===== config.mk =====
export PLATFORM = sky130hd
export DESIGN_NAME = explosion_ctrl
export DESIGN_NICKNAME = d
export VERILOG_FILES = /design/src/rtl/bomber_pkg.sv /design/src/rtl/tick_div.sv /design/src/rtl/explosion_ctrl.sv
export SDC_FILE = /design/constraint.sdc
export NUM_CORES = 1
export LEC_CHECK = 0
export CAP_MARGIN = 20
export CORE_MARGIN = 10
export CORE_UTILIZATION = 25
export CTS_BUF_LIST = sky130_fd_sc_hd__clkbuf_8
export DETAILED_ROUTE_END_ITERATION = 7
export HOLD_SLACK_MARGIN = 0.05
export SLEW_MARGIN = 0
export SYNTH_ARGS = -nofsm -noshare
export SYNTH_HDL_FRONTEND = slang
export SYNTH_SLANG_ARGS = --single-unit

===== constraint.sdc =====
create_clock -name clk -period 2.7 [get_ports clk]
set_input_delay 0.54 -clock clk [delete_from_list [all_inputs] [get_ports clk]]
set_output_delay 0.54 -clock clk [all_outputs]
set_load 0.01 [all_outputs]

===== src/rtl/bomber_pkg.sv =====
// Shared screen geometry, explosion state encoding and coordinate/sprite helpers.
package bomber_pkg;

  localparam int unsigned COORD_W  = 11;
  localparam int unsigned SPRITE_W = 4;

  localparam int HACTIVE = 800;
  localparam int VACTIVE = 600;
  localparam int TILE    = 32;

  // Off-screen origin makes the renderer's rectangle test fail.
  localparam logic signed [COORD_W-1:0] OFFSCREEN = -11'sd64;

  localparam logic signed [COORD_W-1:0] X_MAX = COORD_W'(HACTIVE - TILE);
  localparam logic signed [COORD_W-1:0] Y_MAX = COORD_W'(VACTIVE - TILE);

  typedef enum logic [1:0] {
    IDLE = 2'd0,
    ARM  = 2'd1,
    BURN = 2'd2,
    DONE = 2'd3
  } expl_state_e;

  // Clamp a tile origin to 0..hi; negative values map to 0.
  function automatic logic signed [COORD_W-1:0] clamp_coord(
    input logic signed [COORD_W-1:0] v,
    input logic signed [COORD_W-1:0] hi
  );
    if (v[COORD_W-1]) begin
      return '0;
    end
    if (v > hi) begin
      return hi;
    end
    return v;
  endfunction

  // Map a burn step 0..2*(n-1) onto the up/down sprite sequence 0..n-1..0.
  function automatic logic [SPRITE_W-1:0] flame_sprite(
    input logic [2:0]  step,
    input int unsigned n_steps
  );
    if (32'(step) < n_steps) begin
      return SPRITE_W'(step);
    end
    return SPRITE_W'(2 * (n_steps - 1) - 32'(step));
  endfunction

endpackage


===== src/rtl/tick_div.sv =====
// Frame-tick prescaler: one-cycle step_tick every DIV enabled frame ticks.
module tick_div #(
  parameter int unsigned DIV = 8
) (
  input  logic clk,
  input  logic rst,
  input  logic clr,
  input  logic en,
  input  logic frame_tick,
  output logic step_tick
);

  localparam int unsigned CNT_W = (DIV > 1) ? $clog2(DIV) : 1;

  logic [CNT_W-1:0] cnt;

  // Count enabled frame ticks; clr restarts the count so the first step is full length.
  always_ff @(posedge clk or posedge rst) begin
    if (rst) begin
      cnt       <= '0;
      step_tick <= 1'b0;
    end else if (clr) begin
      cnt       <= '0;
      step_tick <= 1'b0;
    end else begin
      step_tick <= 1'b0;
      if (en && frame_tick) begin
        if (cnt == CNT_W'(DIV - 1)) begin
          cnt       <= '0;
          step_tick <= 1'b1;
        end else begin
          cnt <= cnt + CNT_W'(1);
        end
      end
    end
  end

endmodule


===== src/rtl/explosion_ctrl.sv =====
// Bomb explosion sequencer: arm/fuse, flame animation and done pulse.
// Optional fuse stage (ARM state, fuse counter, chain_hit) enabled by EXPLOSION_FUSE_EN.
module explosion_ctrl
  import bomber_pkg::*;
#(
  parameter int unsigned FUSE_FRAMES = 120,
  parameter int unsigned STEP_FRAMES = 8,
  parameter int unsigned N_STEPS     = 4
) (
  input  logic                      clk,
  input  logic                      rst,
  input  logic                      frame_tick,
  input  logic                      bomb_req,
  input  logic signed [COORD_W-1:0] bomb_x,
  input  logic signed [COORD_W-1:0] bomb_y,
  input  logic                      chain_hit,
  output logic                      busy,
  output logic signed [COORD_W-1:0] centerX,
  output logic signed [COORD_W-1:0] centerY,
  output logic [SPRITE_W-1:0]       sprite_num,
  output logic                      flame_active,
  output logic                      done
);

  localparam int unsigned STEP_W    = 3;
  localparam int unsigned LAST_STEP = 2 * N_STEPS - 2;

  expl_state_e               state, state_d;
  logic [STEP_W-1:0]         step_idx, step_d;
  logic signed [COORD_W-1:0] lat_x, lat_x_d;
  logic signed [COORD_W-1:0] lat_y, lat_y_d;

  logic                      busy_d, flame_d, done_d;
  logic [SPRITE_W-1:0]       sprite_d;
  logic signed [COORD_W-1:0] center_x_d, center_y_d;

  logic                      step_tick;
  logic                      burn_entry_c;
  logic                      tick_en_c;

`ifdef EXPLOSION_FUSE_EN
  localparam int unsigned FUSE_W = $clog2(FUSE_FRAMES + 1);

  logic [FUSE_W-1:0] fuse_cnt, fuse_d;
`else
  // No fuse stage: chain_hit and the fuse length have no consumer.
  logic unused_fuse_cfg;
  assign unused_fuse_cfg = &{1'b0, chain_hit, 32'(FUSE_FRAMES)};
`endif

  tick_div #(
    .DIV (STEP_FRAMES)
  ) u_tick_div (
    .clk        (clk),
    .rst        (rst),
    .clr        (burn_entry_c),
    .en         (tick_en_c),
    .frame_tick (frame_tick),
    .step_tick  (step_tick)
  );

  // Next state, latched coordinates and next values of the registered outputs.
  always_comb begin
    state_d = state;
    step_d  = step_idx;
    lat_x_d = lat_x;
    lat_y_d = lat_y;
`ifdef EXPLOSION_FUSE_EN
    fuse_d  = fuse_cnt;
`endif

    case (state)
      IDLE: begin
        if (bomb_req) begin
          lat_x_d = clamp_coord(bomb_x, X_MAX);
          lat_y_d = clamp_coord(bomb_y, Y_MAX);
          step_d  = '0;
`ifdef EXPLOSION_FUSE_EN
          fuse_d  = FUSE_W'(FUSE_FRAMES);
          state_d = ARM;
`else
          state_d = BURN;
`endif
        end
      end
      ARM: begin
`ifdef EXPLOSION_FUSE_EN
        // A chain hit preempts the fuse, even on a coincident frame tick.
        if (chain_hit) begin
          fuse_d  = '0;
          state_d = BURN;
        end else if (frame_tick) begin
          if (fuse_cnt <= FUSE_W'(1)) begin
            fuse_d  = '0;
            state_d = BURN;
          end else begin
            fuse_d = fuse_cnt - FUSE_W'(1);
          end
        end
`else
        state_d = IDLE;
`endif
      end
      BURN: begin
        if (step_tick) begin
          if (step_idx == STEP_W'(LAST_STEP)) begin
            state_d = DONE;
          end else begin
            step_d = step_idx + STEP_W'(1);
          end
        end
      end
      DONE: begin
        state_d = IDLE;
      end
      default: begin
        state_d = IDLE;
      end
    endcase

    busy_d     = (state_d != IDLE);
    flame_d    = (state_d == BURN);
    done_d     = (state_d == DONE);
    sprite_d   = flame_d ? flame_sprite(step_d, N_STEPS) : '0;
    center_x_d = flame_d ? lat_x_d : OFFSCREEN;
    center_y_d = flame_d ? lat_y_d : OFFSCREEN;

    burn_entry_c = flame_d && (state != BURN);
    tick_en_c    = (state == BURN);
  end

  // State, datapath and output registers.
  always_ff @(posedge clk or posedge rst) begin
    if (rst) begin
      state        <= IDLE;
      step_idx     <= '0;
      lat_x        <= '0;
      lat_y        <= '0;
`ifdef EXPLOSION_FUSE_EN
      fuse_cnt     <= '0;
`endif
      busy         <= 1'b0;
      flame_active <= 1'b0;
      done         <= 1'b0;
      sprite_num   <= '0;
      centerX      <= OFFSCREEN;
      centerY      <= OFFSCREEN;
    end else begin
      state        <= state_d;
      step_idx     <= step_d;
      lat_x        <= lat_x_d;
      lat_y        <= lat_y_d;
`ifdef EXPLOSION_FUSE_EN
      fuse_cnt     <= fuse_d;
`endif
      busy         <= busy_d;
      flame_active <= flame_d;
      done         <= done_d;
      sprite_num   <= sprite_d;
      centerX      <= center_x_d;
      centerY      <= center_y_d;
    end
  end

endmodule


; Word level (Yosys, flattened, before mapping)
; Index checks and enable logic that the tools add are counted.
[word_totals]
reg_bits = 60
output_inout_bits = 29
elab_cells = 78
[op_classes]
n_addsub = 3
magnitude_cmp = 3
eq_ne = 8
n_mux = 46
reduce_logical = 6
[op_table]
columns = cell, n
row1 = two-way mux 11 bit, 14
row2 = greater-than comparator 11 bit (second input constant), 2
row3 = two-way mux 1 bit, 18
row4 = two-way mux 3 bit, 6
row5 = two-way mux 4 bit, 3
row6 = == test 2 bit (second input constant), 4
row7 = adder 3 x 1 -> 3 bit (second input constant), 2
row8 = == test 3 bit (second input constant), 2
row9 = two-way mux 2 bit, 3
row10 = one-hot mux 2 bit (3 select lines), 1
row11 = one-hot mux 3 bit (2 select lines), 1
row12 = nonzero test 2 bit, 2
row13 = subtractor 3 x 3 -> 4 bit (first input constant), 1
row14 = < comparator 3 bit (second input constant), 1
row15 = == test 2 x 1 -> 1 bit (second input constant), 1
row16 = logical AND 1 bit, 2
row17 = logical NOT 2 bit, 1
row18 = != test 2 bit (second input constant), 1
row19 = OR reduction 2 bit, 1

; Logic depth before layout (Yosys ltp)
[depth]
ltp_word = 11
mapped_depth = 10
mapped_depth_nobuf = 10

; Modules after synthesis
; A second synthesis with hierarchy kept.
[unflattened]
hier_cells = 192
hier_area_um2 = 2433.6
[by_module_without_submodules]
columns = module, n_inst, cells_per_inst, area_each_um2, seq_area_each_um2
row1 = explosion_ctrl, 1, 175, 2227.1, 1413.9
row2 = tick_div, 1, 17, 206.4, 100.1

; Worst setup path before layout
; Ideal clock, no wire load.
[synth_timing]
path_type = register -> register
start = register state[0]
end = register sprite_num[1]
setup_ns = 0.119
arrival_time_ns = 1.866
required_ns = 2.581
path_slack_ns = 0.715
stages_incl_launch_ff = 9
n_path_buf = 0
period_less_slack_ns = 1.985
path_cell_list = dfrtp_1 -> and2b_1 -> and3_1 -> mux2i_1 -> inv_1 -> ha_1 -> inv_1 -> o31ai_1 -> o21ba_1
[synth_via]
elab_chain_cells = 6
[synth_rtl]
columns = item, line_no
row1 = "start, declared", explosion_ctrl.sv:28  ; expl_state_e state, state_d;
row2 = "start signal, assigned", explosion_ctrl.sv:149  ; state <= state_d;
row3 = == test 2 bit / logical NOT 2 bit (equally long branches), explosion_ctrl.sv:72  ; case (state)
row4 = one-hot mux 3 bit (2 select lines) (*), explosion_ctrl.sv:72
row5 = via step_d[0], explosion_ctrl.sv:29  ; logic [STEP_W-1:0] step_idx, step_d;
row6 = < comparator 3 bit, bomber_pkg.sv:43  ; if (32'(step) < n_steps) begin
row7 = two-way mux 1 bit, bomber_pkg.sv:43
row8 = two-way mux 4 bit (*), bomber_pkg.sv:46  ; return SPRITE_W'(2 * (n_steps - 1) - 32'(step));
row9 = two-way mux 4 bit (*), explosion_ctrl.sv:124  ; sprite_d = flame_d ? flame_sprite(step_d, N_STEPS) : '0;
row10 = via sprite_d[1], explosion_ctrl.sv:34  ; logic [SPRITE_W-1:0] sprite_d;
row11 = "end signal, assigned", explosion_ctrl.sv:159  ; sprite_num <= sprite_d;
row12 = "end, declared", explosion_ctrl.sv:20  ; output logic [SPRITE_W-1:0] sprite_num,
; Mark *: on every way through the listed nets, which the timed path passes. The rest lies on a longest branch. The select of a mux whose other input is x is not followed.
; A chain may end at the register's enable or synchronous reset.

; Worst setup path after layout
; Ends and elaborated chain as after synthesis.

==> results.md <==
- Post-route minimum period: 2.21 ns
- Initial antenna violation count: 0
- Crit Path Category: register to register
- Status: finished, final reports clean
- Largest net degree at the start of global routing: 37
- Clk_skew: 0.00508 ns
- Number of flops mapped to enable cells by yosys: 0
- Layout cell share with drive strength beyond 1: 15.6%
- Max Cap Violations: 0
- Critical path's slowest cell: dfrtp_1
- Max VDD drop: 0.342 mV
- Pre-antenna DRT Iters: 4
- Tot Pwr: 2.26 mW
- Vias in the first global route: 1,845
- Placer Congestion: 0.755
- Vias: 1,626
- TritonCTS clock tree: yes
- Post-CTS Hold Fix Bufs: 0
- Lkg Pwr: 1.56 nW
- First-pass GRT wire length: 9160 um
- Synthesized area: 2390 um2
- Row cnt: 35
- Most frequent cell on the critical path: inv_1
- Pwr dens: 688 nW/um2
- Io pins: 56
- Setup TNS: 0 ns
- Post-DP HPWL: 4050 um
- CP delay by family, top: simple AND/OR/NAND/NOR gates
- Slew @ Worst Pin: 0.597 ns
- R2R setup slack: 0.49 ns
- RSZ-0062 raised after global routing: no
- DR vias/cell: 4.16
- Worst Setup End Kind: register
- Clock transition at path regs: 0.06 ns
- Final Non-Filler Cells: 391
- I/O Buffers: 54
- Post-synthesis sequential area ratio: 63.4%
- Max-slew violations: 0
- Warnings from Yosys: 0
- Gr usage total: 8.13%
- Core Area: 9280 um2
- Crit path largest cell delay: 0.44 ns
- Synth Flop Type: dfrtp_1
- Width of the die: 118 um
- CP Buf/Inv Count: 2
- Synth Net Count: 224
- Max frequency: 453 MHz
- Yosys reg bits: 60
- Clock Tree Root: clkbuf_8
- Distinct cells, synth: 45
- Initial DRC count: 62
- Wire per inst: 13.9 um
- CTS buffer count: 9
- TritonCTS Sinks: 60
- Post-CTS Setup Bufs: 0
- Slew headroom: 59.7%
- Fillers: 955
- Async SR Flop Fraction: 100%
- Final ANT Viol Nets: 0
- Cells after Synth: 192
- Initial core utilization: 25.7%
- # setup viols final: 0
- Die Ht: 118 um
- Placed Instances: 375
- Final nets: 289
- Startpoint types: register
- Final period util: 81.7%
- Reg area: 1510 um2
- Clock H-tree levels: 3
- Average size of a mapped cell: 12.4 um2
- Clock latency on the worst-skew pair: 0.32 ns
- Crit path arrival time: 2.42 ns
- Post_cts resized: 0
- Post-Route WL: 5450 um
- WP data required: 2.91 ns
- N_diodes: 0
- GRT Residual Overflow: 0
- Hold Vio Cnt, Final: 0
- Syn-to-layout area delta: 37.5%
- Clock Path Buffers: 2
- Crit-path max FO: 7
- Cell breakdown of the critical path: and2b_1 > and3_1 > mux2i_1 > inv_1 > ha_1 > inv_1 > o31ai_1 > o21ba_1
- Hold Path Class: register to register
- Die area: 13,900 um2
- Multi-input logic area: 792 um2
- Number of remaining DRC errors: 0
layer usage:
layer  track usage [%]  wire length, um
met1              8.48             2190
met2              13.6             2760
met3              4.99              485
met4              1.85               15
met5                 0                0
worst min-delay path: stages (launching register included):
cell and delay, ns:
dfrtp_1 0.33, a32oi_1 0.06, inv_1 0.05
synthesized netlist by cell type, types with 2 or more instances:
cell type,number,share of area (%)
nand4b_1,2,0.73
mux2i_1,8,3.4
nand2_1,12,1.9
buf_6,2,0.94
and2_1,2,0.52
a21oi_1,8,1.7
dfstp_2,10,11
o21ai_0,3,0.63
nor3b_2,2,1.0
dfrtp_1,50,52
nor2_1,19,3.0
a32oi_1,6,2.2
o21ai_1,5,1.0
o21ba_2,2,0.84
inv_1,13,2.0
and3_1,3,0.79
a221o_1,2,0.84
a22o_1,2,0.73
ha_1,5,2.6
nand2b_1,9,2.4
or2_1,3,0.79
layout by cell type (no fill, tap or decap), types with 3 or more instances in the layout:
master           instances
clkdlybuf4s50_1         54
dfrtp_1                 50
nor2_1                  19
inv_1                   13
nand2_1                 12
dfstp_2                 10
nand2b_1                 9
clkbuf_8                 9
mux2i_1                  8
a21oi_1                  8
a32oi_1                  6
o21ai_1                  5
ha_1                     5
clkinv_2                 5
and3_1                   3
o21ai_0                  3
or2_1                    3
buf_4                    3
kinds of logic (layout without fill, tap and decap cells):
logic type	Yosys count	after routing	share of synthesized area, %
compound gates	38	38	12.1
fa+ha+maj	5	5	2.62
buf+inv	18	88	3.51
flops	60	60	63.4
mux	8	8	3.35
simple gates	63	63	15.0
where the power goes:
group | switching, mW | internal, mW
Sequential | 0.0512 | 1.03
Combinational | 0.208 | 0.230
Clock | 0.330 | 0.414
metrics by stage:
stage,utilization (%),worst slack [ns],instance area [um2],hold slack [ns]
after floorplan,-,0.692,2390,0.434
after CTS,35.4,0.463,3290,0.468
after global routing,35.4,0.320,3290,0.490
after detailed placement,33.4,0.201,3100,0.451
final,35.4,0.494,3290,0.466
after global placement,33.4,0.258,3100,0.452
final timing paths:
check,from,end,cells past startpoint
setup / recovery,state[0],sprite_num[1],8
hold / removal,lat_x[0],lat_x[0],2
setup reg to reg,state[0],sprite_num[1],8
hold reg to reg,lat_x[0],lat_x[0],2
max in group asynchronous,rst,centerY[8],3
min in group asynchronous,rst,lat_x[10],2
registers in the layout, indices dropped and copies added (netlist names):
name / flops
centerX: 11
centerY: 11
lat_x: 11
lat_y: 11
sprite_num: 4
step_idx: 3
u_tick_div.cnt: 3
state: 2
busy: 1
done: 1
flame_active: 1
u_tick_div.step_tick: 1
area by class of cell:
type	instances	share of cell area, %
sequential	60	46.1
multi-input combinational	114	24.1
timing repair buffer	58	17.7
tap	129	4.91
clock buffer	9	3.77
clock inverter	7	1.79
inverter	14	1.60
Power figures use the tool's default switching activity.
